## src/rtl/alu_share_arb_pkg.sv

```systemverilog
// alu_share_arb_pkg
//   Shared definitions for the two-requester ALU sharing block.
//   - OP_* : ALU op encodings. They are forwarded to the ALU untouched and
//            are listed here so clients and models agree on the values.
//   - state_t : FSM state encoding of alu_share_arb, also exported on the
//               debug port so checkers can follow the FSM.
package alu_share_arb_pkg;

  localparam logic [2:0] OP_AND = 3'b000;
  localparam logic [2:0] OP_OR  = 3'b001;
  localparam logic [2:0] OP_ADD = 3'b010;
  localparam logic [2:0] OP_SUB = 3'b110;
  localparam logic [2:0] OP_SLT = 3'b111;

  typedef enum logic [1:0] {
    IDLE = 2'd0,
    EXEC = 2'd1,
    RESP = 2'd2
  } state_t;

endpackage

```

## src/rtl/alu_share_arb_rr_arb2.sv

```systemverilog
// rr_arb2
//   Combinational two-way round-robin arbiter.
//   Ports:
//     req_i[1:0] : request lines
//     last_i     : index of the requester served most recently
//     gnt_vld_o  : at least one request present
//     gnt_idx_o  : winning index (meaningful only when gnt_vld_o=1)
//   A lone request always wins; on a tie the requester that was not served
//   last wins.
module rr_arb2 (
  input  logic [1:0] req_i,
  input  logic       last_i,
  output logic       gnt_vld_o,
  output logic       gnt_idx_o
);

  always_comb begin
    gnt_vld_o = |req_i;
    gnt_idx_o = 1'b0;
    case (req_i)
      2'b01:   gnt_idx_o = 1'b0;
      2'b10:   gnt_idx_o = 1'b1;
      2'b11:   gnt_idx_o = ~last_i;
      default: gnt_idx_o = 1'b0;
    endcase
  end

endmodule

```

## src/rtl/alu_share_arb.sv

```systemverilog
// alu_share_arb
//   Shares one external combinational ALU between two requesters.
//   Requests are accepted only in IDLE, one at a time, round-robin. The
//   accepted operands/op are registered and drive the ALU for one EXEC
//   cycle; the ALU result and zero flag are captured and returned to the
//   granted requester, which is held in RESP until it takes the result.
//
//   Handshakes: every channel is valid/ready. A transfer happens on a rising
//   clk edge where valid and ready are both 1. The sender keeps valid and
//   payload stable until that edge; ready may depend combinationally on
//   valid; valid never depends on ready.
//
//   Ports:
//     clk, reset            : clock, asynchronous active-high reset
//     rN_valid/rN_ready     : request channel of requester N (0/1)
//     rN_a, rN_b, rN_op     : request payload
//     rN_rsp_valid/ready    : response channel of requester N
//     rN_z, rN_zero         : response payload (shared result register)
//     alu_a, alu_b, alu_op  : registered ALU inputs
//     alu_z, alu_zero       : ALU result inputs
//     busy                  : FSM not in IDLE
//     grant                 : requester that owns the ALU
//     state_dbg             : current FSM state
//   Latency: accept at cycle N -> rsp_valid at N+2; at least 3 cycles/op.
module alu_share_arb
  import alu_share_arb_pkg::*;
#(
  parameter int WIDTH = 32
) (
  input  logic             clk,
  input  logic             reset,

  input  logic             r0_valid,
  output logic             r0_ready,
  input  logic [WIDTH-1:0] r0_a,
  input  logic [WIDTH-1:0] r0_b,
  input  logic [2:0]       r0_op,
  output logic             r0_rsp_valid,
  input  logic             r0_rsp_ready,
  output logic [WIDTH-1:0] r0_z,
  output logic             r0_zero,

  input  logic             r1_valid,
  output logic             r1_ready,
  input  logic [WIDTH-1:0] r1_a,
  input  logic [WIDTH-1:0] r1_b,
  input  logic [2:0]       r1_op,
  output logic             r1_rsp_valid,
  input  logic             r1_rsp_ready,
  output logic [WIDTH-1:0] r1_z,
  output logic             r1_zero,

  output logic [WIDTH-1:0] alu_a,
  output logic [WIDTH-1:0] alu_b,
  output logic [2:0]       alu_op,
  input  logic [WIDTH-1:0] alu_z,
  input  logic             alu_zero,

  output logic             busy,
  output logic             grant,
  output state_t           state_dbg
);

  state_t           state_q, state_d;
  logic             grant_q, grant_d;
  logic             last_grant_q, last_grant_d;
  logic [WIDTH-1:0] a_q, a_d;
  logic [WIDTH-1:0] b_q, b_d;
  logic [2:0]       op_q, op_d;
  logic [WIDTH-1:0] z_q, z_d;
  logic             zero_q, zero_d;

  logic             gnt_vld;
  logic             gnt_idx;
  logic             rsp_ready_sel;

  rr_arb2 u_arb (
    .req_i     ({r1_valid, r0_valid}),
    .last_i    (last_grant_q),
    .gnt_vld_o (gnt_vld),
    .gnt_idx_o (gnt_idx)
  );

  assign rsp_ready_sel = grant_q ? r1_rsp_ready : r0_rsp_ready;

  always_comb begin
    state_d      = state_q;
    grant_d      = grant_q;
    last_grant_d = last_grant_q;
    a_d          = a_q;
    b_d          = b_q;
    op_d         = op_q;
    z_d          = z_q;
    zero_d       = zero_q;
    r0_ready     = 1'b0;
    r1_ready     = 1'b0;
    r0_rsp_valid = 1'b0;
    r1_rsp_valid = 1'b0;

    case (state_q)
      IDLE: begin
        // ready is gated by reset so nothing is accepted while the async
        // reset is being held.
        if (gnt_vld && !reset) begin
          r0_ready = ~gnt_idx;
          r1_ready = gnt_idx;
          grant_d  = gnt_idx;
          a_d      = gnt_idx ? r1_a  : r0_a;
          b_d      = gnt_idx ? r1_b  : r0_b;
          op_d     = gnt_idx ? r1_op : r0_op;
          state_d  = EXEC;
        end
      end
      EXEC: begin
        z_d     = alu_z;
        zero_d  = alu_zero;
        state_d = RESP;
      end
      RESP: begin
        r0_rsp_valid = ~grant_q;
        r1_rsp_valid = grant_q;
        // Fairness history advances only once the response is taken.
        if (rsp_ready_sel) begin
          last_grant_d = grant_q;
          state_d      = IDLE;
        end
      end
      default: state_d = IDLE;
    endcase
  end

  always_ff @(posedge clk or posedge reset) begin
    if (reset) begin
      state_q      <= IDLE;
      grant_q      <= 1'b0;
      last_grant_q <= 1'b1;
      a_q          <= '0;
      b_q          <= '0;
      op_q         <= OP_AND;
      z_q          <= '0;
      zero_q       <= 1'b1;
    end else begin
      state_q      <= state_d;
      grant_q      <= grant_d;
      last_grant_q <= last_grant_d;
      a_q          <= a_d;
      b_q          <= b_d;
      op_q         <= op_d;
      z_q          <= z_d;
      zero_q       <= zero_d;
    end
  end

  assign alu_a     = a_q;
  assign alu_b     = b_q;
  assign alu_op    = op_q;
  assign r0_z      = z_q;
  assign r1_z      = z_q;
  assign r0_zero   = zero_q;
  assign r1_zero   = zero_q;
  assign busy      = (state_q != IDLE);
  assign grant     = grant_q;
  assign state_dbg = state_q;

  // The external ALU's zero flag must agree with its result.
  a_zero_consistent: assert property (
    @(posedge clk) disable iff (reset)
    (state_q == EXEC) |-> (alu_zero == (alu_z == '0))
  );

endmodule

```

## config.mk

```make
export PLATFORM = sky130hd
export DESIGN_NAME = alu_share_arb
export DESIGN_NICKNAME = d
export VERILOG_FILES = /design/src/rtl/alu_share_arb_pkg.sv /design/src/rtl/alu_share_arb_rr_arb2.sv /design/src/rtl/alu_share_arb.sv
export SDC_FILE = /design/constraint.sdc
export NUM_CORES = 1
export LEC_CHECK = 0
export CAP_MARGIN = 5
export CORE_AREA = 3 3 122 124
export DETAILED_ROUTE_END_ITERATION = 7
export DIE_AREA = 0 0 125 127
export PLACE_DENSITY = 0.84
export SLEW_MARGIN = 0
export SYNTH_ARGS = -nofsm -noshare
export SYNTH_HDL_FRONTEND = slang
export SYNTH_SLANG_ARGS = --single-unit
```

## constraint.sdc

```tcl
create_clock -name clk -period 5.9 [get_ports clk]
set_input_delay 0.59 -clock clk [delete_from_list [all_inputs] [get_ports clk]]
set_output_delay 0.59 -clock clk [all_outputs]
set_load 0.005 [all_outputs]
```

# Yosys cells after proc, flatten, opt, wreduce, memory -nomap -nowiden
# Cells that the tools add are included.
# W data, S select, Z words.
totals:
  ff_bits: 104
  input_bits: 173
  elab_cells: 39
op_classes:
  n_bitwise: 3
  mux: 14
  reduce_logical: 8
  n_eq_ne: 6
ops:
  columns: ["op", "n"]
  rows:
  - ["$mux W32", 2]
  - ["$mux W1", 7]
  - ["$eq A2 B2 Y1 const B", 3]
  - ["$pmux W2 S3", 1]
  - ["$reduce_and A2 Y1", 3]
  - ["$mux W2", 2]
  - ["$ne A2 B2 Y1 const B", 2]
  - ["$mux W3", 1]
  - ["$not A1 Y1", 3]
  - ["$eq A2 B1 Y1 const B", 1]
  - ["$logic_not A2 Y1", 1]
  - ["$pmux W1 S2", 1]
  - ["$reduce_bool A2 Y1", 1]
  - ["$reduce_or A2 Y1", 1]
  - ["$logic_and A1 B1 Y1", 1]
  - ["$logic_not A1 Y1", 1]

# Depth between registers and ports, before layout
logic_depth:
  ltp_word: 5
  depth_mapped: 7

# Modules after synthesis
# Synthesis repeated with hierarchy kept, for this count alone.
unflattened:
  hier_cells: 417
  area_unflattened_um2: 4778.3
modules_own_cells:
  columns: ["module", "area_per_inst_um2", "cells_per_inst", "n_inst"]
  rows:
  - ["alu_share_arb", 4764.6, 415, 1]
  - ["rr_arb2", 13.8, 2, 1]

# Worst setup path before layout
# Ideal clock, no wire load.
synth_timing:
  path_kind: "input-to-output"
  startpoint: "in reset"
  endpoint: "out r0_ready"
  t_arrival_ns: 1.487
  slack_ns: 3.823
  required_time_ns: 5.310
  path_stages: 5
  path_cell_list: "or3_1 -> buf_2 -> buf_6 -> buf_6 -> nor3b_2"
synth_via:
  elab_chain_cells: 4
synth_rtl:
  columns: ["element", "line", "source"]
  rows:
  - ["start, declared", "alu_share_arb.sv:31", "input logic reset,"]
  - ["$logic_not A1 Y1 (no line)", null, null]
  - ["$logic_and A1 B1 Y1", "alu_share_arb.sv:104", "if (gnt_vld && !reset) begin"]
  - ["$mux W1", "alu_share_arb.sv:104", null]
  - ["$mux W1", "alu_share_arb.sv:100", "case (state_q)"]
  - ["end, declared", "alu_share_arb.sv:34", "output logic r0_ready,"]
# No other way between the ends.

# Final worst setup path
layout_timing:
  startpoint: "in reset"
  endpoint: "out r1_ready"
layout_via:
  elab_chain_cells: 4
layout_rtl:
  columns: ["element", "line", "source"]
  rows:
  - ["$logic_not A1 Y1 (no line)", null, null]
  - ["$logic_and A1 B1 Y1", "alu_share_arb.sv:104", null]
  - ["$mux W1", "alu_share_arb.sv:104", null]
  - ["$mux W1", "alu_share_arb.sv:100", null]
  - ["end, declared", "alu_share_arb.sv:44", "output logic r1_ready,"]
# No other way between the ends.

==> impl_metrics.csv <==
group,metric,value,unit
floorplan,row_count,43,
power_and_ir_drop,ir_drop,0.0002882,V
floorplan,dieArea,15880,um^2
logic_synthesis,synth_top_area_share,51.95,%
sta,tightestPinTransition,0.8712,ns
logic_synthesis,syn-num-nets,609,
sta,max_freq,286.7,MHz
job,cap_viol_max_count,0,
logic_synthesis,synth_common_cells,"dfrtp_1 (102), nand2_1 (69), a221o_1 (67)",
logic_synthesis,syn_avg_cell_area,11.27,um^2
logic_synthesis,ys.flop_type,"dfrtp_1",
status,status,"finished, final reports clean",
logic_synthesis,netlist_instances,436,
logic_synthesis,yosysUniqueCellTypes,24,
clocking,cts_setup_buffers,0,
sta,hold_violations,0,
setup_path,max_stage_delay,0.65,ns
clocking,cts_tree,"done",
layout,finalNonFillerCells,875,
power_and_ir_drop,netSwitchingPower,1140,uW
detailed_routing,dr.first_iter.drc_count,277,
placed_design,gp_congestion,0.8219,
grt,gr-usage-all-layers,20.66,%
placed_design,place_inst,859,
setup_path,setup.worst_path.end_class,"primary output",
logic_synthesis,synth_seq_cells,104,
power_and_ir_drop,swShare,29.68,%
logic_synthesis,synth_edf_count,0,
clocking,insertion_delay,0.34,ns
setup_path,timing_worst_setup_path_type,"in -> out",
clocking,cts_hold_buf,0,
detailed_routing,vias_per_cell,5.233,
detailed_routing,num_vias,4579,
clocking,cts-resized-gates,0,
clocking,clock_path_buffers,2,
setup_path,start_kind,"primary input",
logic_synthesis,yosysTopAreaCell,"dfrtp_1",
detailed_routing,wl_per_cell,19.11,um
logic_synthesis,syn_area,4913,um^2
layout,n_antenna_cell,0,
setup_path,crit_fanout,68,
layout,drive_gt1_share,12.37,%
placed_design,hpwl,12210,um
sta,fin_crit,3.488,ns
power_and_ir_drop,power.density,466.7,nW/um^2
sta,fin_skew,0.006981,ns
power_and_ir_drop,p_int,2699,uW
layout,area_growth,67.41,%
logic_synthesis,synth-adder-area-share,0,%
logic_synthesis,synth_area_leaders,"dfrtp_1 (52%), a221o_1 (14%), mux2_2 (7.8%)",
logic_synthesis,yosysSeqAreaShare,53.02,%
setup_path,crit_arrival,2.90,ns
logic_synthesis,yosysMostFrequentCell,"dfrtp_1",
power_and_ir_drop,power_leakage,0.003338,uW
logic_synthesis,synthSimpleGateAreaFrac,15.43,%
floorplan,dieHeight,127,um
grt,grt_pass1_wl,26540,um
setup_path,crit_chain,"clkdlybuf4s50_1 -> nor3_1 -> and3_2 -> buf_4 -> clkdlybuf4s50_1",
logic_synthesis,async_reset_ff_share,100.0,%
logic_synthesis,synth_xor_area_share,0,%
clocking,h-tree-depth,3,
clocking,cts.sinks,104,
floorplan,core,13880,um^2
detailed_routing,drc,0,
grt,grt_max_degree,71,
detailed_routing,routed_wl,16720,um
sta,final_max_slew_viol_count,0,
logic_synthesis,synth_top_family_by_area,"simple AND/OR/NAND/NOR gates",
floorplan,io_pins,314,
min_path,holdCritPathClass,"reg -> reg",
clocking,cts_root_buf,"clkbuf_16",
detailed_routing,firstDrtPassIters,4,
layout,post-route-util,59.26,%
logic_synthesis,synthMuxAreaShare,7.792,%
grt,grt_pass1_vias,4952,
sta,setup-tns-final,0,ns
layout,nets,863,
power_and_ir_drop,power_frac_seq,34.3,%
sta,fin_crit_sh,59.12,%
detailed_routing,antenna_left,0,
floorplan,die_w,125,um
setup_path,crit_buf_inv,3,
floorplan,start_util,35.40,%
sta,finalSetupViolCount,0,
setup_path,path_delay_family,"buffers and inverters",
power_and_ir_drop,power_frac_comb,47.8,%
grt,grt-ovfl-total,0,
setup_path,required,5.31,ns
sta,rsz0062_at_grt,"no",
grt,antenna_found_initial,0,
logic_synthesis,synth_compound_area_share,14.23,%
setup_path,cp_slowest_cell,"clkdlybuf4s50_1",
sta,slew_headroom,41.92,%
clocking,clk_pin_slew_worst_paths,0.07,ns
logic_synthesis,synth_warnings,0,
clocking,cts_buffers,9,
placed_design,io_buffers,313,
setup_path,crit_top_cell,"clkdlybuf4s50_1",
power_and_ir_drop,p_clk_share,17.9,%
-- layout by cell type (no fill, tap or decap), drive strengths merged, types with 3 or more instances in the layout --
cell / count
a221o: 67
dfrtp: 102
buf: 7
bufinv: 3
nor3: 68
nand2: 69
mux2: 34
inv: 4
clkdlybuf4s50: 312
clkbuf: 9
-- flip-flops by register name, indices dropped and copies added, names as in the netlist --
name,count
alu_op,3
alu_b,32
last_grant_q,1
r0_z,32
state_dbg,2
r0_zero,1
grant,1
alu_a,32
-- cell type report --
type                       count  area (um^2)
inverter                       3        13.76
sequential                   104         2605
clock buffer                   9        225.2
timing repair buffer         319         3173
tap                          180        225.2
fill                        1138         5655
clock inverter                 7        118.9
multi-input combinational    253         1864
-- logic make-up (layout without fill, tap and decap cells) --
group                  count (synthesis)  in the layout
AOI/OAI and AO/OA                     72             72
buffers and inverters                 79            338
DFF                                  104            104
muxes                                 34             34
and+or+nand+nor                      147            147
-- layer usage --
layer	GRT usage, %	wire length [um]	share of wire, %	vias up
met5	0	0	0	-
met4	7.908	463	2.8	0
met3	4.139	1059	6.3	30
met2	36.98	8603	51	238
met1	24.57	6598	39	2239
li1	-	-	-	2072
-- worst paths after layout --
kind	slack (ns)	cells past startpoint	start	endpoint
setup reg to reg	3.83	4	state_dbg[0]	alu_b[13]
hold / removal	0.51	1	alu_a[17]	alu_a[17]
min in group asynchronous	0.74	2	reset	grant
hold reg to reg	0.51	1	alu_a[17]	alu_a[17]
max in group asynchronous	4.00	3	reset	alu_a[17]
setup / recovery	2.41	5	reset	r1_ready
-- stage by stage --
stage               area [um^2]  power [uW]  worst slack, ns  hold slack (ns)
floorplan                  4913        2089            2.581           0.4777
global placement           7881        3112            2.460           0.4959
detailed placement         7881        3174            2.436           0.5011
CTS                        8225        3881            2.429           0.5182
global route               8225        4055            2.311           0.5347
finish                     8225        3839            2.412           0.5149
-- power groups by stage --
stage               clock network, uW  logic, uW  registers (uW)
finish                            688       1830            1320
global route                      736       1950            1370
CTS                               702       1860            1320
detailed placement                  0       1860            1320
global placement                    0       1810            1300
floorplan                           0        788            1300
Note: power is estimated with default switching activity, not from simulation.
